--- src/rtl/eth_cmd_ctrl.sv ---
// Raw-Ethernet command parser and reply framer between the RGMII MAC byte streams and the board top.
// Define ETH_CMD_MACFILTER_EN to drop command frames not addressed to MY_MAC or broadcast.
module eth_cmd_ctrl #(
  parameter logic [47:0] MY_MAC    = 48'h0200_0000_0001,
  parameter logic [15:0] ETHERTYPE = 16'h88B5
) (
  input  logic        clk125,
  input  logic        reset,
  input  logic [7:0]  rdata,
  input  logic        rvalid,
  input  logic        rlast,
  input  logic        ruser,
  output logic        rready,
  output logic [7:0]  tdata,
  output logic        tvalid,
  output logic        tlast,
  input  logic        tready,
  output logic [2:0]  cmd,
  output logic [31:0] address,
  output logic [31:0] value,
  input  logic        ready4cmd,
  input  logic [31:0] txd,
  input  logic        txvld,
  input  logic        txend,
  output logic        txready,
  output logic        frame_ok,
  output logic        frame_drop
);

  typedef enum logic [1:0] {R_BYTE, R_DROP, R_CMD} r_state_e;
  typedef enum logic [1:0] {T_IDLE, T_HDR, T_WORD, T_WAIT} t_state_e;

  r_state_e    r_state_q, r_state_d;
  logic [4:0]  rcnt_q, rcnt_d;
  logic [47:0] src_q, src_d;
  logic [7:0]  eth_hi_q, eth_hi_d;
  logic [31:0] cw_q, cw_d, addr_q, addr_d, val_q, val_d;
  logic [2:0]  cmd_q, cmd_d;
  logic [31:0] address_q, address_d, value_q, value_d;
  logic        frame_ok_q, frame_ok_d, frame_drop_q, frame_drop_d;
  logic [47:0] rep_mac_q, rep_mac_d;
  logic [31:0] rep_tag_q, rep_tag_d;
  logic        rx_take, eth_bad, cmd_bad, mac_bad, hdr_bad;

  assign rready  = (r_state_q != R_CMD);
  assign rx_take = rvalid && rready;
  assign eth_bad = (rcnt_q == 5'd13) && ({eth_hi_q, rdata} != ETHERTYPE);
  assign cmd_bad = (rcnt_q == 5'd17) && ((rdata[2:0] == 3'd0) || (rdata[2:0] > 3'd3));
  assign hdr_bad = eth_bad || cmd_bad || mac_bad;

`ifdef ETH_CMD_MACFILTER_EN
  logic [39:0] dst_q, dst_d;
  logic [47:0] dst_full;

  always_comb begin
    dst_d    = dst_q;
    dst_full = {dst_q, rdata};
    if (rx_take && (r_state_q == R_BYTE) && (rcnt_q <= 5'd5)) dst_d = {dst_q[31:0], rdata};
  end
  assign mac_bad = (rcnt_q == 5'd5) && (dst_full != MY_MAC) && (dst_full != 48'hFFFF_FFFF_FFFF);

  always_ff @(posedge clk125 or posedge reset) begin
    if (reset) dst_q <= '0;
    else       dst_q <= dst_d;
  end
`else
  assign mac_bad = 1'b0;
`endif

  // Header faults are caught on the offending byte so the rest of the frame is
  // simply drained in R_DROP; length and ruser faults can only be judged at rlast.
  always_comb begin
    // NOTE: every always_comb output gets a default first so no path can infer a latch.
    r_state_d    = r_state_q;
    rcnt_d       = rcnt_q;
    src_d        = src_q;
    eth_hi_d     = eth_hi_q;
    cw_d         = cw_q;
    addr_d       = addr_q;
    val_d        = val_q;
    cmd_d        = cmd_q;
    address_d    = address_q;
    value_d      = value_q;
    frame_ok_d   = 1'b0;
    frame_drop_d = 1'b0;
    rep_mac_d    = rep_mac_q;
    rep_tag_d    = rep_tag_q;
    case (r_state_q)
      R_BYTE: if (rx_take) begin
        if ((rcnt_q >= 5'd6) && (rcnt_q <= 5'd11))  src_d = {src_q[39:0], rdata};
        if (rcnt_q == 5'd12)                        eth_hi_d = rdata;
        if ((rcnt_q >= 5'd14) && (rcnt_q <= 5'd17)) cw_d = {cw_q[23:0], rdata};
        if ((rcnt_q >= 5'd18) && (rcnt_q <= 5'd21)) addr_d = {addr_q[23:0], rdata};
        if ((rcnt_q >= 5'd22) && (rcnt_q <= 5'd25)) val_d = {val_q[23:0], rdata};
        if (rlast) begin
          rcnt_d = 5'd0;
          if (hdr_bad || (rcnt_q < 5'd25) || ruser) begin
            frame_drop_d = 1'b1;
          end else begin
            cmd_d      = cw_q[2:0];
            address_d  = addr_q;
            value_d    = val_d;
            frame_ok_d = 1'b1;
            r_state_d  = R_CMD;
          end
        end else if (hdr_bad) begin
          rcnt_d    = 5'd0;
          r_state_d = R_DROP;
        end else if (rcnt_q != 5'd26) begin
          rcnt_d = rcnt_q + 5'd1;
        end
      end
      R_DROP: if (rx_take && rlast) begin
        frame_drop_d = 1'b1;
        r_state_d    = R_BYTE;
      end
      R_CMD: if (ready4cmd) begin
        cmd_d     = 3'd0;
        rep_mac_d = src_q;
        rep_tag_d = cw_q;
        r_state_d = R_BYTE;
      end
      default: r_state_d = R_BYTE;
    endcase
  end

  always_ff @(posedge clk125 or posedge reset) begin
    if (reset) begin
      r_state_q    <= R_BYTE;
      rcnt_q       <= '0;
      src_q        <= '0;
      eth_hi_q     <= '0;
      cw_q         <= '0;
      addr_q       <= '0;
      val_q        <= '0;
      cmd_q        <= '0;
      address_q    <= '0;
      value_q      <= '0;
      frame_ok_q   <= 1'b0;
      frame_drop_q <= 1'b0;
      rep_mac_q    <= '0;
      rep_tag_q    <= '0;
    end else begin
      // NOTE: state updates use non-blocking assignments so every flop samples pre-edge values.
      r_state_q    <= r_state_d;
      rcnt_q       <= rcnt_d;
      src_q        <= src_d;
      eth_hi_q     <= eth_hi_d;
      cw_q         <= cw_d;
      addr_q       <= addr_d;
      val_q        <= val_d;
      cmd_q        <= cmd_d;
      address_q    <= address_d;
      value_q      <= value_d;
      frame_ok_q   <= frame_ok_d;
      frame_drop_q <= frame_drop_d;
      rep_mac_q    <= rep_mac_d;
      rep_tag_q    <= rep_tag_d;
    end
  end

  assign cmd        = cmd_q;
  assign address    = address_q;
  assign value      = value_q;
  assign frame_ok   = frame_ok_q;
  assign frame_drop = frame_drop_q;

  t_state_e     t_state_q, t_state_d;
  logic [4:0]   tcnt_q, tcnt_d;
  logic [143:0] hdr_q, hdr_d;
  logic [31:0]  word_q, word_d;
  logic         end_q, end_d;

  assign txready = (t_state_q == T_IDLE) || (t_state_q == T_WAIT);
  assign tvalid  = (t_state_q == T_HDR) || (t_state_q == T_WORD);

  // Header and word are shifted out MSB first; outputs decode straight from flops
  // so they hold while tready is low and drop at once on reset.
  always_comb begin
    tdata = 8'h00;
    tlast = 1'b0;
    if (t_state_q == T_HDR)  tdata = hdr_q[143:136];
    if (t_state_q == T_WORD) begin
      tdata = word_q[31:24];
      tlast = end_q && (tcnt_q == 5'd3);
    end
  end

  always_comb begin
    t_state_d = t_state_q;
    tcnt_d    = tcnt_q;
    hdr_d     = hdr_q;
    word_d    = word_q;
    end_d     = end_q;
    case (t_state_q)
      T_IDLE: if (txvld) begin
        hdr_d     = {rep_mac_q, MY_MAC, ETHERTYPE, rep_tag_q};
        word_d    = txd;
        end_d     = txend;
        tcnt_d    = 5'd0;
        t_state_d = T_HDR;
      end
      T_HDR: if (tready) begin
        hdr_d = {hdr_q[135:0], 8'h00};
        if (tcnt_q == 5'd17) begin
          tcnt_d    = 5'd0;
          t_state_d = T_WORD;
        end else begin
          tcnt_d = tcnt_q + 5'd1;
        end
      end
      T_WORD: if (tready) begin
        word_d = {word_q[23:0], 8'h00};
        if (tcnt_q == 5'd3) begin
          tcnt_d    = 5'd0;
          t_state_d = end_q ? T_IDLE : T_WAIT;
        end else begin
          tcnt_d = tcnt_q + 5'd1;
        end
      end
      T_WAIT: if (txvld) begin
        word_d    = txd;
        end_d     = txend;
        tcnt_d    = 5'd0;
        t_state_d = T_WORD;
      end
      default: t_state_d = T_IDLE;
    endcase
  end

  always_ff @(posedge clk125 or posedge reset) begin
    if (reset) begin
      t_state_q <= T_IDLE;
      tcnt_q    <= '0;
      hdr_q     <= '0;
      word_q    <= '0;
      end_q     <= 1'b0;
    end else begin
      t_state_q <= t_state_d;
      tcnt_q    <= tcnt_d;
      hdr_q     <= hdr_d;
      word_q    <= word_d;
      end_q     <= end_d;
    end
  end

endmodule

--- config.mk ---
export PLATFORM = sky130hd
export DESIGN_NAME = eth_cmd_ctrl
export DESIGN_NICKNAME = d
export VERILOG_FILES = /design/src/rtl/eth_cmd_ctrl.sv
export SDC_FILE = /design/constraint.sdc
export NUM_CORES = 1
export LEC_CHECK = 0
export BUFFER_PORTS_ARGS = -buffer_cell sky130_fd_sc_hd__buf_2
export CAP_MARGIN = 40
export CORE_MARGIN = 2
export CORE_UTILIZATION = 55
export CTS_CLUSTER_SIZE = 8
export DETAILED_ROUTE_END_ITERATION = 10
export MAX_ROUTING_LAYER = met4
export PLACE_DENSITY = 0.73
export SYNTH_ARGS = -nofsm -noshare
export SYNTH_HDL_FRONTEND = slang
export SYNTH_SLANG_ARGS = --single-unit
--- constraint.sdc ---
create_clock -name clk125 -period 40.9 [get_ports clk125]
set_input_delay 2.045 -clock clk125 [delete_from_list [all_inputs] [get_ports clk125]]
set_output_delay 2.045 -clock clk125 [all_outputs]
set_load 0.03 [all_outputs]
* After elaboration in Yosys (flattened, before gate mapping)
Index checks and enable logic that the tools add are counted.
Storage, ports and cells: register bits after elaboration 492, output and inout port bits 81, word-level logic and storage cells 145
Cells by class: $add $sub $neg 2, order comparisons 10, equal/unequal tests 27, muxes and demuxes 48, bitwise operators 1, reduce and logical (&&, ||, !) cells 38
Operator list (count):
- 144-bit two-way mux | 2
- 144-bit case mux with 2 select lines | 1
- 32-bit two-way mux | 3
- 32-bit case mux with 2 select lines | 1
- 5-bit two-way mux | 8
- 2-bit two-way mux | 13
- 3-bit AND reduction | 8
- 2-bit != test, second input constant | 10
- 8-bit two-way mux | 2
- 16-bit != test, second input constant | 1
- 5-bit less-or-equal comparator, second input constant | 3
- 5-bit case mux with 3 select lines | 1
- 3-bit two-way mux | 4
- 5-bit by 1-bit adder with 5-bit output, second input constant | 2
- 5-bit by 4-bit equality test with 1-bit output, second input constant | 2
- 5-bit equality test, second input constant | 2
- 5-bit greater-or-equal comparator, second input constant | 2
- 5-bit AND reduction | 2
- 1-bit logical AND | 9
- 1-bit two-way mux | 9
- 2-bit case mux with 4 select lines | 1
- 2-bit equality test, second input constant | 3
- 1-bit logical OR | 6
- 2-bit by 1-bit != test with 1-bit output, second input constant | 3
- 21 further kinds | 28

* Longest topological paths before layout
depth in word-level cells 10, mapped depth 11, gate-level depth less buffers 7

* Worst setup path after synthesis
OpenSTA, ideal clock, no wires.
kind register to output, from register t_state_q[1], to output tdata[6], arrival 1960 ps, required time 38855 ps, slack 36895 ps, stages on the path, launching flop included 8, buffers on the path 3, path through dfrtp_1 -> inv_1 -> ha_1 -> buf_2 -> buf_2 -> buf_1 -> nand2_1 -> o21ai_0
On the way: cells in the longest elaborated chain, start to end 3, elaborated cells on any way between the ends 4, those cells by class eq/ne (2); mux (2)
Ends and longest elaborated chain:
- from (decl) | RTL line 168 | t_state_e t_state_q, t_state_d;
- from (signal assigned) | RTL line 239 | t_state_q <= t_state_d;
- 2-bit by 1-bit equality test with 1-bit output | RTL line 182 | if (t_state_q == T_HDR) tdata = hdr_q[143:136];
- 8-bit two-way mux | RTL line 182
- 8-bit two-way mux * | RTL line 183 | if (t_state_q == T_WORD) begin
- to (decl) | RTL line 14 | output logic [7:0] tdata,
Every way passes the cells marked *; elsewhere a longest branch is shown, timed or not.

* Final worst setup path
from register t_state_q[1], to output tdata[2]
The elaborated chain is that of the path after synthesis.

==> results_dict.tcl <==
set metrics [dict create \
    outcome "complete, no violations" \
    fillerInstances 2707 \
    peakVddDrop_mv 0.0409 \
    dr_total_vias 12400 \
    yosysSeqAreaShare_pct 61.0 \
    async_flop_share_pct 100 \
    worstSetupPathType "flip-flop to primary output" \
    h-tree-depth 3 \
    slew_violations 0 \
    track_usage_pct 21.9 \
    routed_wl_mm 39.1 \
    regToRegStartpoint "t_state_q[1]" \
    yosys_warnings 0 \
    via_per_inst 5.61 \
    endpoint_kind "primary output" \
    worstPathArrival_ns 2.26 \
    swShare_pct 30.3 \
    layout_commonest_cell "dfrtp_1" \
    initialDrtViolationCount 578 \
    clk_pin_slew_ns 0.05 \
    timing.rr.end "hdr_q[24]" \
    postCtsHoldBufs 0 \
    synth_edf_count 0 \
    clk_latency_ns 0.57 \
    pin_count 130 \
    slew-limit-headroom_pct 41.1 \
    cp.required_ns 38.85 \
    critPathMaxFanout 35 \
    tightestPinTransition_ns 0.883 \
    synth-seq-cells 492 \
    top_layer_used "met4" \
    setup_viol 0 \
    p_comb_share_pct 21.6 \
    clock-sinks 492 \
    ant_nets 0 \
    netlist_instances 1605 \
    cap_violations 0 \
    route.met2.wl_mm 19.0 \
    core_um2 36300 \
    fin_nets 1791 \
    cts_inserted_buffers 71 \
    pwr-share-clk_pct 36.2 \
    fin_skew_ns 0.0150 \
    timing.final.crit_share_pct 10.5 \
    synth_largest_area_cell "dfrtp_1" \
    grt_max_degree 117 \
    overflow 0 \
    yosys.area.top_type_share_pct 61.0 \
    routabilityCongestion 0.784 \
    hold_slack_ns 0.461 \
    syn_area_um2 20200 \
    die_x_um 196 \
    place_area_um2 21300 \
    post_cts_buffers 0 \
    r2r_slack_ns 36.66 \
    final_layout_size_suffix_gt1_share_pct 27.8 \
    startpoint_type "flip-flop" \
    min-delay-start "hdr_q[93]" \
    grt_pass1_vias 13000 \
    die-area_um2 38200 \
    tns_ns 0 \
    hold_depth 2 \
    ff2ff_path_depth 9 \
    synth_fp_nets 1664 \
    holdPathEnd "hdr_q[93]" \
    n_antenna_cell 0 \
    final_cell_mix "dfrtp_1 (492), nand2_1 (243), mux2_2 (217)" \
    start_util_pct 55.5 \
    fmax_mhz 232 \
    p_total_w 0.00141 \
    areaGrowthSynthToFinish_pct 15.0 \
    synth.top_cells.by_area "dfrtp_1 (61%), mux2_2 (12%), mux2i_1 (6.4%)" \
    power.density_nw_per_um2 60.6 \
    hold_path.class "flip-flop to flip-flop" \
    first_pass_iters 5 \
    wl_per_cell_um 17.7 \
    hpwl_mm 23.7 \
    die_y_um 196 \
    synth_area_per_cell_um2 12.6 \
    pwr-share-seq_pct 42.2 \
    grt_setup_unrepaired "false" \
    ctsRootBufferMaster "clkbuf_16" \
    p_leak_nw 12.0 \
    finalHoldViolations 0 \
    ctsResizeCount 0 \
    grt_pass1_wl_mm 66.1 \
    portBuffers 129 \
    cts_tree "done" \
    met3_length_mm 1.85 \
    drc 0 \
    p_switching_w 0.000425 \
    min_period_ns 4.31 \
    grt_antenna_before_repair 0 \
    wirelength_met1_mm 17.5 \
    rows 70 \
    synth-main-ff-cell "dfrtp_1" \
    synth_cell_type_count 51 \
    postLayoutCellArea_um2 23200 \
    p_int_w 0.000980 \
    cts_buffer_depth 3 \
]
critical path: stages (launching register included):
cell	delay [ns]
dfrtp_1	0.41
inv_1	0.12
ha_4	0.54
nand2_1	0.20
o21ai_0	0.17
buf_2	0.22
flip-flops by register name, summed over array words and instances (netlist names), 2 cells and up:
| register | cells |
|---|---|
| hdr_q | 144 |
| rep_mac_q | 48 |
| src_q | 48 |
| cmd | 3 |
| r_state_q | 2 |
| tcnt_q | 5 |
| val_q | 32 |
| addr_q | 32 |
| address | 32 |
| word_q | 32 |
| cw_q | 32 |
| eth_hi_q | 8 |
| t_state_q | 2 |
| rcnt_q | 5 |
| rep_tag_q | 32 |
| value | 32 |
metrics by stage:
step           instances  worst slack (ns)  util, %
2_1_floorplan       1605             25.12        -
6_report            2207             36.59     63.8
3_5_place_dp        2127             36.35     58.7
4_1_cts             2207             36.53     63.8
3_3_place_gp        2118             36.18     58.1
5_1_grt             2207             36.27     63.8
routing by layer:
layer  GRT usage [%]  up-vias
met3            4.61       62
li1                -     5787
met4            6.70        0
met2            35.0      242
met1            28.3     6287
met5               -        -
cells by family (layout without fill, tap and decap cells):
family,count (synthesis),count (layout),synth area share [%]
flops,492,492,61.0
mux,397,397,21.7
simple gates,383,383,8.10
compound gates,210,210,5.92
buf+inv,113,247,2.60
fa+ha+maj,10,10,0.620
worst max path at each step:
stage                      start   endpoint  slack [ns]  depth (start not counted)
floorplan                  reset  addr_q[0]       25.12                          1
global placement           reset  hdr_q[66]       36.18                          4
detailed placement         reset  hdr_q[66]       36.35                          6
CTS                 t_state_q[1]   tdata[7]       36.53                          5
global route        t_state_q[1]  hdr_q[24]       36.27                          9
finish              t_state_q[1]   tdata[2]       36.59                          5
synthesized netlist by cell type (9+ instances only):
cell / n
a22o_1: 21
mux2i_1: 129
mux2_4: 20
nand3_1: 61
a21oi_1: 38
mux2_1: 31
buf_2: 41
buf_1: 9
nor2_1: 48
clkbuf_1: 41
mux2_2: 217
dfrtp_1: 492
inv_1: 12
ha_1: 10
o21ai_0: 125
nand2_1: 243
layout make-up:
cell class / count / area, µm² / area share [%]
multi-input cells: 1000 / 7380 / 31.8
repair buffers: 155 / 990 / 4.26
flip-flops and latches: 492 / 12300 / 53.1
inverters: 12 / 52.6 / 0.226
well taps: 468 / 586 / 2.52
clock buffers: 76 / 1850 / 7.96
clock inverters: 4 / 35.0 / 0.151
power groups by stage:
| stage | Clock, W | Sequential (W) | Combinational, W |
|---|---|---|---|
| 6_report | 0.000509 | 0.000593 | 0.000304 |
| 5_1_grt | 0.000541 | 0.000602 | 0.000337 |
| 4_1_cts | 0.000519 | 0.000593 | 0.000307 |
| 3_5_place_dp | 0 | 0.000600 | 0.000305 |
| 3_3_place_gp | 0 | 0.000597 | 0.000291 |
| 2_1_floorplan | 0 | 0.000586 | 0.000249 |
No activity file was read; power rests on OpenSTA's default activity.
